`src/rtl/cpu_alu_seq_if.sv`:
```
// Shared ALU types and the control-decoder <-> ALU handshake bundle.
//   cpu_pkg         : alu_control_type encoding and {N,V,Z,C} flag bit indices.
//   cpu_alu_seq_if  : start/ctl/bit8/bcd/a/b/c_in requests (master -> slave),
//                     busy/done/y/flags responses (slave -> master).
package cpu_pkg;

  typedef enum logic [3:0] {
    ALU_OR  = 4'd0,
    ALU_AND = 4'd1,
    ALU_EOR = 4'd2,
    ALU_BIT = 4'd3,
    ALU_ADD = 4'd4,
    ALU_ADC = 4'd5,
    ALU_SUB = 4'd6,
    ALU_SBC = 4'd7,
    ALU_TSB = 4'd8,
    ALU_TRB = 4'd9,
    ALU_ASL = 4'd10,
    ALU_LSR = 4'd11,
    ALU_ROL = 4'd12,
    ALU_ROR = 4'd13
  } alu_control_type;

  // Bit positions inside the 4-bit {N,V,Z,C} flag vector
  localparam int unsigned AN = 3;
  localparam int unsigned AV = 2;
  localparam int unsigned AZ = 1;
  localparam int unsigned AC = 0;

endpackage

interface cpu_alu_seq_if #(
  parameter int unsigned DATA_W = 16
);
  logic                      start;
  cpu_pkg::alu_control_type  ctl;
  logic                      bit8;
  logic                      bcd;
  logic [DATA_W-1:0]         a;
  logic [DATA_W-1:0]         b;
  logic                      c_in;
  logic                      busy;
  logic                      done;
  logic [DATA_W-1:0]         y;
  logic [3:0]                flags;

  modport master (
    output start, ctl, bit8, bcd, a, b, c_in,
    input  busy, done, y, flags
  );

  modport slave (
    input  start, ctl, bit8, bcd, a, b, c_in,
    output busy, done, y, flags
  );
endinterface

```
`src/rtl/cpu_alu_seq.sv`:
```
// cpu_alu_seq: multi-cycle 65816 ALU, DATA_W-bit datapath (multiple of 8, >= 16).
// Binary ops complete with latency 1; decimal ADC/SBC runs one nibble per cycle,
// nibble 0 being done in the accept cycle so latency equals the nibble count.
// Ports:
//   clk    : system clock
//   reset  : synchronous, active-high reset
//   bus    : cpu_alu_seq_if.slave (start/ctl/bit8/bcd/a/b/c_in in, busy/done/y/flags out)
// Build option: define CPU_ALU_BCD_EN to build the decimal path; otherwise bcd is ignored.
module cpu_alu_seq #(
  parameter int unsigned DATA_W = 16
) (
  input  logic           clk,
  input  logic           reset,
  cpu_alu_seq_if.slave   bus
);
  import cpu_pkg::*;

  localparam int unsigned SUM_W   = DATA_W + 1;
  localparam int unsigned NIB_MAX = DATA_W / 4;
  localparam int unsigned NIB_W   = $clog2(NIB_MAX);

  typedef enum logic [1:0] {
    ST_IDLE = 2'd0,
    ST_BIN  = 2'd1
`ifdef CPU_ALU_BCD_EN
    ,
    ST_BCD  = 2'd2
`endif
  } state_t;

  state_t state_q, state_d;

  logic              busy_q, done_q, busy_d, done_d;
  logic [DATA_W-1:0] y_q;
  logic [3:0]        flags_q;
  logic              load_bin;
  logic              go_bcd;

  // {N,Z} of a result at the effective width
  function automatic logic [1:0] nz_of(input logic [DATA_W-1:0] v, input logic w8);
    logic n, z;
    n = w8 ? v[7] : v[DATA_W-1];
    z = w8 ? (v[7:0] == 8'h00) : (v == '0);
    return {n, z};
  endfunction

  // Binary datapath, evaluated on the live request in the accept cycle
  logic [DATA_W-1:0] bop, r, bin_y, and_ab;
  logic [SUM_W-1:0]  sum_f;
  logic [8:0]        sum_8;
  logic [3:0]        bin_f;
  logic [1:0]        bin_nz;
  logic              cin, sub, arith, c_o, a_m, b_m, r_m, w8, zab;

  always_comb begin
    w8    = bus.bit8;
    r     = bus.a;
    cin   = 1'b0;
    sub   = 1'b0;
    arith = 1'b0;
    c_o   = 1'b0;
    case (bus.ctl)
      ALU_OR:  r = bus.a | bus.b;
      ALU_AND: r = bus.a & bus.b;
      ALU_EOR: r = bus.a ^ bus.b;
      ALU_BIT: r = bus.a;
      ALU_ADD: arith = 1'b1;
      ALU_ADC: begin arith = 1'b1; cin = bus.c_in; end
      ALU_SUB: begin arith = 1'b1; sub = 1'b1; cin = 1'b1; end
      ALU_SBC: begin arith = 1'b1; sub = 1'b1; cin = bus.c_in; end
      ALU_TSB: r = bus.b | bus.a;
      ALU_TRB: r = bus.b & ~bus.a;
      ALU_ASL: begin
        r   = w8 ? {bus.a[DATA_W-1:8], bus.a[6:0], 1'b0} : {bus.a[DATA_W-2:0], 1'b0};
        c_o = w8 ? bus.a[7] : bus.a[DATA_W-1];
      end
      ALU_LSR: begin
        r   = w8 ? {bus.a[DATA_W-1:8], 1'b0, bus.a[7:1]} : {1'b0, bus.a[DATA_W-1:1]};
        c_o = bus.a[0];
      end
      ALU_ROL: begin
        r   = w8 ? {bus.a[DATA_W-1:8], bus.a[6:0], bus.c_in} : {bus.a[DATA_W-2:0], bus.c_in};
        c_o = w8 ? bus.a[7] : bus.a[DATA_W-1];
      end
      ALU_ROR: begin
        r   = w8 ? {bus.a[DATA_W-1:8], bus.c_in, bus.a[7:1]} : {bus.c_in, bus.a[DATA_W-1:1]};
        c_o = bus.a[0];
      end
      default: r = bus.a;
    endcase

    bop   = sub ? ~bus.b : bus.b;
    sum_f = {1'b0, bus.a} + {1'b0, bop} + SUM_W'(cin);
    sum_8 = {1'b0, bus.a[7:0]} + {1'b0, bop[7:0]} + 9'(cin);
    if (arith) begin
      r   = w8 ? {bus.a[DATA_W-1:8], sum_8[7:0]} : sum_f[DATA_W-1:0];
      c_o = w8 ? sum_8[8] : sum_f[DATA_W];
    end

    // Upper bits always carry a through in 8-bit mode
    bin_y  = w8 ? {bus.a[DATA_W-1:8], r[7:0]} : r;
    bin_nz = nz_of(bin_y, w8);
    and_ab = bus.a & bus.b;
    zab    = w8 ? (and_ab[7:0] == 8'h00) : (and_ab == '0);
    a_m    = w8 ? bus.a[7] : bus.a[DATA_W-1];
    b_m    = w8 ? bop[7]   : bop[DATA_W-1];
    r_m    = w8 ? r[7]     : r[DATA_W-1];

    bin_f = 4'b0000;
    case (bus.ctl)
      ALU_BIT: begin
        bin_f[AN] = w8 ? bus.b[7] : bus.b[DATA_W-1];
        bin_f[AV] = w8 ? bus.b[6] : bus.b[DATA_W-2];
        bin_f[AZ] = zab;
      end
      ALU_TSB, ALU_TRB: bin_f[AZ] = zab;
      default: begin
        bin_f[AN] = bin_nz[1];
        bin_f[AZ] = bin_nz[0];
        bin_f[AC] = c_o;
        bin_f[AV] = arith & (a_m == b_m) & (r_m != a_m);
      end
    endcase
  end

`ifdef CPU_ALU_BCD_EN
  // Decimal nibble engine; operands come from the bus in IDLE, from the latches after
  logic [DATA_W-1:0] acc_q, b_q, d_acc, d_b, acc_d;
  logic [NIB_W-1:0]  nib_q, d_idx;
  logic              carry_q, sbc_q, bit8_q, d_c, d_sbc, d_bit8;
  logic [3:0]        an, bo, nib;
  logic [4:0]        s;
  logic              dec_c, dec_v, dec_last, dec_step;
  logic [3:0]        dec_f;
  logic [1:0]        dec_nz;

  assign go_bcd = bus.bcd & ((bus.ctl == ALU_ADC) | (bus.ctl == ALU_SBC));

  always_comb begin
    if (state_q == ST_IDLE) begin
      d_acc  = bus.a;
      d_b    = bus.b;
      d_c    = bus.c_in;
      d_sbc  = (bus.ctl == ALU_SBC);
      d_bit8 = bus.bit8;
      d_idx  = '0;
    end else begin
      d_acc  = acc_q;
      d_b    = b_q;
      d_c    = carry_q;
      d_sbc  = sbc_q;
      d_bit8 = bit8_q;
      d_idx  = nib_q;
    end
    an = d_acc[{d_idx, 2'b00} +: 4];
    bo = d_sbc ? ~d_b[{d_idx, 2'b00} +: 4] : d_b[{d_idx, 2'b00} +: 4];
    s  = {1'b0, an} + {1'b0, bo} + 5'(d_c);
    if (d_sbc) begin
      // Borrow (no carry out of the nibble) takes 6 off
      dec_c = s[4];
      nib   = dec_c ? s[3:0] : s[3:0] - 4'd6;
    end else begin
      dec_c = (s > 5'd9);
      nib   = dec_c ? s[3:0] + 4'd6 : s[3:0];
    end
    // Overflow from the unadjusted nibble sum; only the top nibble's value is kept
    dec_v = (an[3] == bo[3]) & (s[3] != an[3]);
    acc_d = d_acc;
    acc_d[{d_idx, 2'b00} +: 4] = nib;
    dec_last = (d_idx == (d_bit8 ? NIB_W'(1) : NIB_W'(NIB_MAX - 1)));
    dec_nz   = nz_of(acc_d, d_bit8);
    dec_f    = 4'b0000;
    dec_f[AN] = dec_nz[1];
    dec_f[AV] = dec_v;
    dec_f[AZ] = dec_nz[0];
    dec_f[AC] = dec_c;
  end
`else
  logic unused_bcd;
  assign unused_bcd = bus.bcd;
  assign go_bcd     = 1'b0;
`endif

  // State register
  always_ff @(posedge clk) begin
    if (reset) state_q <= ST_IDLE;
    else       state_q <= state_d;
  end

  // Next-state logic
  always_comb begin
    state_d = state_q;
    case (state_q)
      ST_IDLE: if (bus.start) begin
        state_d = ST_BIN;
`ifdef CPU_ALU_BCD_EN
        if (go_bcd) state_d = ST_BCD;
`endif
      end
      // BIN is also the completion cycle of a decimal op
      ST_BIN: state_d = ST_IDLE;
`ifdef CPU_ALU_BCD_EN
      ST_BCD: if (dec_last) state_d = ST_BIN;
`endif
      default: state_d = ST_IDLE;
    endcase
  end

  // Output decode from the next state, registered below
  always_comb begin
    busy_d   = 1'b0;
    done_d   = 1'b0;
    load_bin = 1'b0;
    busy_d   = (state_d != ST_IDLE);
    done_d   = (state_d == ST_BIN);
    load_bin = (state_q == ST_IDLE) & bus.start & ~go_bcd;
`ifdef CPU_ALU_BCD_EN
    dec_step = 1'b0;
    dec_step = ((state_q == ST_IDLE) & bus.start & go_bcd) | (state_q == ST_BCD);
`endif
  end

  // Datapath and output registers
  always_ff @(posedge clk) begin
    if (reset) begin
      busy_q  <= 1'b0;
      done_q  <= 1'b0;
      y_q     <= '0;
      flags_q <= 4'b0000;
`ifdef CPU_ALU_BCD_EN
      acc_q   <= '0;
      b_q     <= '0;
      carry_q <= 1'b0;
      sbc_q   <= 1'b0;
      bit8_q  <= 1'b0;
      nib_q   <= '0;
`endif
    end else begin
      busy_q <= busy_d;
      done_q <= done_d;
      if (load_bin) begin
        y_q     <= bin_y;
        flags_q <= bin_f;
      end
`ifdef CPU_ALU_BCD_EN
      if (dec_step) begin
        acc_q   <= acc_d;
        carry_q <= dec_c;
        nib_q   <= d_idx + NIB_W'(1);
        if (state_q == ST_IDLE) begin
          b_q    <= bus.b;
          sbc_q  <= d_sbc;
          bit8_q <= bus.bit8;
        end
        if ((state_q == ST_BCD) && dec_last) begin
          y_q     <= acc_d;
          flags_q <= dec_f;
          nib_q   <= '0;
        end
      end
`endif
    end
  end

  assign bus.busy  = busy_q;
  assign bus.done  = done_q;
  assign bus.y     = y_q;
  assign bus.flags = flags_q;

endmodule

```
`src/flat_wrapper.sv`:
```
// flat-port wrapper written by rule: the top's interface ports become plain ports
module cpu_alu_seq_flat import cpu_pkg::*;
#(
  parameter int unsigned DATA_W = 16
)
  (clk, reset, bus_start, bus_ctl, bus_bit8, bus_bcd, bus_a, bus_b, bus_c_in, bus_busy, bus_done, bus_y, bus_flags);
  cpu_alu_seq_if #(.DATA_W(DATA_W)) bus_i ();
  input  logic clk;
  input  logic reset;
  input wire logic [$bits(bus_i.start)-1:0] bus_start;
  input wire logic [$bits(bus_i.ctl)-1:0] bus_ctl;
  input wire logic [$bits(bus_i.bit8)-1:0] bus_bit8;
  input wire logic [$bits(bus_i.bcd)-1:0] bus_bcd;
  input wire logic [$bits(bus_i.a)-1:0] bus_a;
  input wire logic [$bits(bus_i.b)-1:0] bus_b;
  input wire logic [$bits(bus_i.c_in)-1:0] bus_c_in;
  output wire logic [$bits(bus_i.busy)-1:0] bus_busy;
  output wire logic [$bits(bus_i.done)-1:0] bus_done;
  output wire logic [$bits(bus_i.y)-1:0] bus_y;
  output wire logic [$bits(bus_i.flags)-1:0] bus_flags;
  assign bus_i.start = bus_start;
  assign bus_i.ctl = bus_ctl;
  assign bus_i.bit8 = bus_bit8;
  assign bus_i.bcd = bus_bcd;
  assign bus_i.a = bus_a;
  assign bus_i.b = bus_b;
  assign bus_i.c_in = bus_c_in;
  assign bus_busy = bus_i.busy;
  assign bus_done = bus_i.done;
  assign bus_y = bus_i.y;
  assign bus_flags = bus_i.flags;
  cpu_alu_seq #(.DATA_W(DATA_W)) u_core (.clk(clk), .reset(reset), .bus(bus_i));
endmodule
```
`config.mk`:
```
export PLATFORM = sky130hd
export DESIGN_NAME = cpu_alu_seq_flat
export DESIGN_NICKNAME = d
export VERILOG_FILES = /design/src/rtl/cpu_alu_seq_if.sv /design/src/rtl/cpu_alu_seq.sv /design/src/flat_wrapper.sv
export SDC_FILE = /design/constraint.sdc
export NUM_CORES = 1
export LEC_CHECK = 0
export ABC_AREA = 0
export BUFFER_PORTS_ARGS = -buffer_cell sky130_fd_sc_hd__buf_4
export CORE_MARGIN = 2
export CORE_UTILIZATION = 45
export CTS_CLUSTER_SIZE = 30
export DETAILED_ROUTE_END_ITERATION = 12
export GPL_TIMING_DRIVEN = 0
export MAX_ROUTING_LAYER = met4
export PLACE_DENSITY = 0.76
export SLEW_MARGIN = 40
export SYNTH_ARGS = -nofsm -noshare
export SYNTH_HDL_FRONTEND = slang
export SYNTH_SLANG_ARGS = --single-unit
```
`constraint.sdc`:
```
create_clock -name clk -period 6.2 [get_ports clk]
set_clock_uncertainty 0.1 [all_clocks]
set_input_delay 1.24 -clock clk [delete_from_list [all_inputs] [get_ports clk]]
set_output_delay 1.24 -clock clk [all_outputs]
set_load 0.1 [all_outputs]
```
==> flow_metrics.tcl <==
set metrics [dict create \
    finalSetupViolCount 0 \
    sw_frac_of_total_pct 47.51 \
    cts_buffer_depth 2 \
    portBuffers 59 \
    worstPathArrival_ps 5440 \
    ctsResizeCount 0 \
    grt_pass1_vias 4501 \
    path_class "in2reg" \
    setup-tns-final_ps 0 \
    endpoint_kind "flip-flop" \
    worstPathCellList "buf_4 > and2b_1 > buf_6 > nand2_2 > buf_1 > xnor2_1 > ha_1 > nand2_1 > a211o_1 > o31ai_1 > a21o_1 > a2111oi_2 > a2111oi_0 > a211oi_1 > nor3_1" \
    leakage_nw 2.216 \
    insertion_delay_ps 260 \
    fillers 928 \
    seq_power_share_pct 23.0 \
    post-route-period-util_pct 86.32 \
    syn_to_final_growth_pct 15.31 \
    first_pass_iters 5 \
    cts_setup_buffers 0 \
    dp_hpwl_um 11590 \
    vias 4749 \
    clock-sinks 24 \
    cts_tree "yes" \
    core_area_mm2 0.009284 \
    p_clk_share_pct 14.2 \
    drt_iter0_markers 444 \
    slowest_delay_ps 660 \
    fin_util_pct 53.49 \
    fmaxAchievable_mhz 186.9 \
    synth_nets 682 \
    synthArstFlopShare_pct 0 \
    die_h_um 101.8 \
    cts_hold_buf 0 \
    power.internal_mw 0.3857 \
    routed_wl_um 14800 \
    critPathRequiredTime_ps 6290 \
    routedWlPerCell_um 19.30 \
    syn_inst 575 \
    drc 0 \
    detail-route-antenna-nets 0 \
    status "complete, no violations" \
    critPathMaxFanout 10 \
    yosysUniqueCellTypes 76 \
    grt_pass1_wl_um 23520 \
    final-hold-violation-count 0 \
    final_net_count 746 \
    start_kind "primary input" \
    wl_met2_um 6950 \
    place_congestion 0.9617 \
    hold_slack_ps 358.9 \
    htree_levels 1 \
    antenna_cells 0 \
    ir_drop_v 0.0001083 \
    hold_class "reg2reg" \
    wl_met1_um 6331 \
    power.switching_mw 0.3491 \
    antenna_found_initial 0 \
    rsz0062_at_grt "no" \
    grt_overflow 0 \
    power_density_mw_per_mm2 148.0 \
    layout_setup_ws_ps 848.2 \
    cp_slowest_cell "a2111oi_0" \
    clockRootBuffer "clkbuf_8" \
    floorplan.initialDensity_pct 46.39 \
    die_w_um 101.8 \
    crit_family "compound AO/OA/AOI/OAI gates" \
    yosysSeqAreaShare_pct 11.16 \
    cts_buffers 3 \
    post-place-ws_ps 770.8 \
    maxUsedRoutingLayer "met4" \
    synth-main-ff-cell "dfxtp_1" \
    drv_slew 0 \
    syn_avg_cell_area_um2 7.490 \
    grt_usage_pct 29.61 \
    synth_edf_count 0 \
    ios 64 \
    vias_per_cell 6.192 \
    combPwrFrac_pct 62.8 \
    clk_pin_slew_ps 80 \
    maxSlewHeadroom_pct 49.64 \
    fin_crit_ps 5352 \
    wl_met3_um 1088 \
    worst_pin_slew_ps 736.4 \
    grt_max_degree 14 \
    die_area_mm2 0.01037 \
    synthesis.area_mm2 0.004307 \
    path_buf_inv 3 \
    rows 35 \
    ys_warn_count 0 \
    max_cap_viol_count 0 \
    fin_total_pwr_mw 0.7348 \
    drive_above_1_share_pct 18.03 \
    ys_ff_latch 24 \
]
==> cell usage in the layout (no fill, tap or decap), drive strengths merged, types with 5 or more instances in the layout <==
cell type  Yosys  layout
and3           6       6
nand2         41      41
nor4           6       6
inv           39      39
xnor2         19      19
o211ai        11      11
nor2          52      52
o21a           5       5
dfxtp         24      24
a211oi        15      15
nand3         17      17
mux2           7       7
nand3b         6       6
nor3           8       8
nor2b          9       9
mux2i         14      14
o22ai          8       8
nand2b         6       6
a21o           5       5
buf           29      88
a211o          5       5
a21oi         50      50
or2            7       7
o221ai         8       8
clkbuf         8      12
o21ai         31      31
ha            63      63
a22oi          6       6
==> final timing paths <==
check	start	cells after the start	to	slack (ps)
worst min-delay path	u_core.bus.y[12]$_SDFFE_PP0P_	2	u_core.bus.y[12]$_SDFFE_PP0P_	360
worst min register to register	u_core.bus.y[12]$_SDFFE_PP0P_	2	u_core.bus.y[12]$_SDFFE_PP0P_	360
worst max-delay path	bus_ctl[2]	15	u_core.bus.flags[0]$_SDFFE_PP0P_	850
worst max register to register	u_core.state_q[1]$_SDFF_PP0_	6	u_core.bus.flags[2]$_SDFFE_PP0P_	4330
==> metal layers <==
metal  vias to the layer above  GRT usage, %
met5                         -             -
met4                         0         9.846
met3                        33         3.420
met2                       233         48.23
met1                      2263         38.21
li1                       2220             -
==> per-stage QoR <==
stage,instances,instance area [um^2]
2_1_floorplan,575,4307
3_3_place_gp,763,4911
3_5_place_dp,763,4911
4_1_cts,767,4966
5_1_grt,767,4966
6_report,767,4966
==> final cells by class <==
class / instances / area (um^2) / area share, %
Buffer: 38 / 270.3 / 5.442
Clock buffer: 4 / 55.05 / 1.109
Inverter: 39 / 146.4 / 2.948
Multi-Input combinational cell: 474 / 3410 / 68.66
Sequential cell: 24 / 480.5 / 9.675
Tap cell: 129 / 161.4 / 3.250
Timing Repair Buffer: 59 / 442.9 / 8.919
==> power groups by stage <==
| stage | registers [mW] | logic (mW) | clock network (mW) |
|---|---|---|---|
| floorplan | 0.236 | 0.258 | 0 |
| global placement | 0.172 | 0.443 | 0 |
| CTS | 0.169 | 0.453 | 0.107 |
| finish | 0.169 | 0.461 | 0.104 |
| global route | 0.170 | 0.499 | 0.113 |
| detailed placement | 0.173 | 0.451 | 0 |
==> Yosys cell counts, types with 11 or more instances <==
master / number / share of area (%)
a211oi_1: 15 / 2.6
a21oi_1: 50 / 5.8
buf_2: 11 / 1.3
buf_6: 12 / 3.1
dfxtp_1: 24 / 11
ha_1: 63 / 18
inv_1: 38 / 3.3
mux2i_1: 14 / 3.3
nand2_1: 40 / 3.5
nand3_1: 17 / 2.0
nor2_1: 52 / 4.5
o211ai_1: 11 / 1.9
o21ai_0: 29 / 3.4
xnor2_1: 19 / 3.9
==> worst min-delay path: cells and delay by family (launching register included) <==
kind	cells	cell delay [ps]
compound gates	1	50
flops	1	320
simple gates	1	50
==> logic make-up after synthesis <==
family | Yosys count | synth area share, %
AO/OA/AOI/OAI | 185 | 29.11
XOR/XNOR | 23 | 4.677
adder cells (fa/ha/maj) | 65 | 19.23
buffers and inverters | 77 | 9.675
flip-flops | 24 | 11.16
multiplexers | 21 | 5.084
other | 1 | 0.08708
AND/OR/NAND/NOR | 179 | 20.98
==> sequential cells by signal, summed over array words and instances (netlist names) <==
| signal | flops |
|---|---|
| u_core.bus.busy | 1 |
| u_core.bus.y | 16 |
| u_core.bus.done | 1 |
| u_core.bus.flags | 4 |
| u_core.state_q | 2 |
No activity file was read; power rests on OpenSTA's default activity.
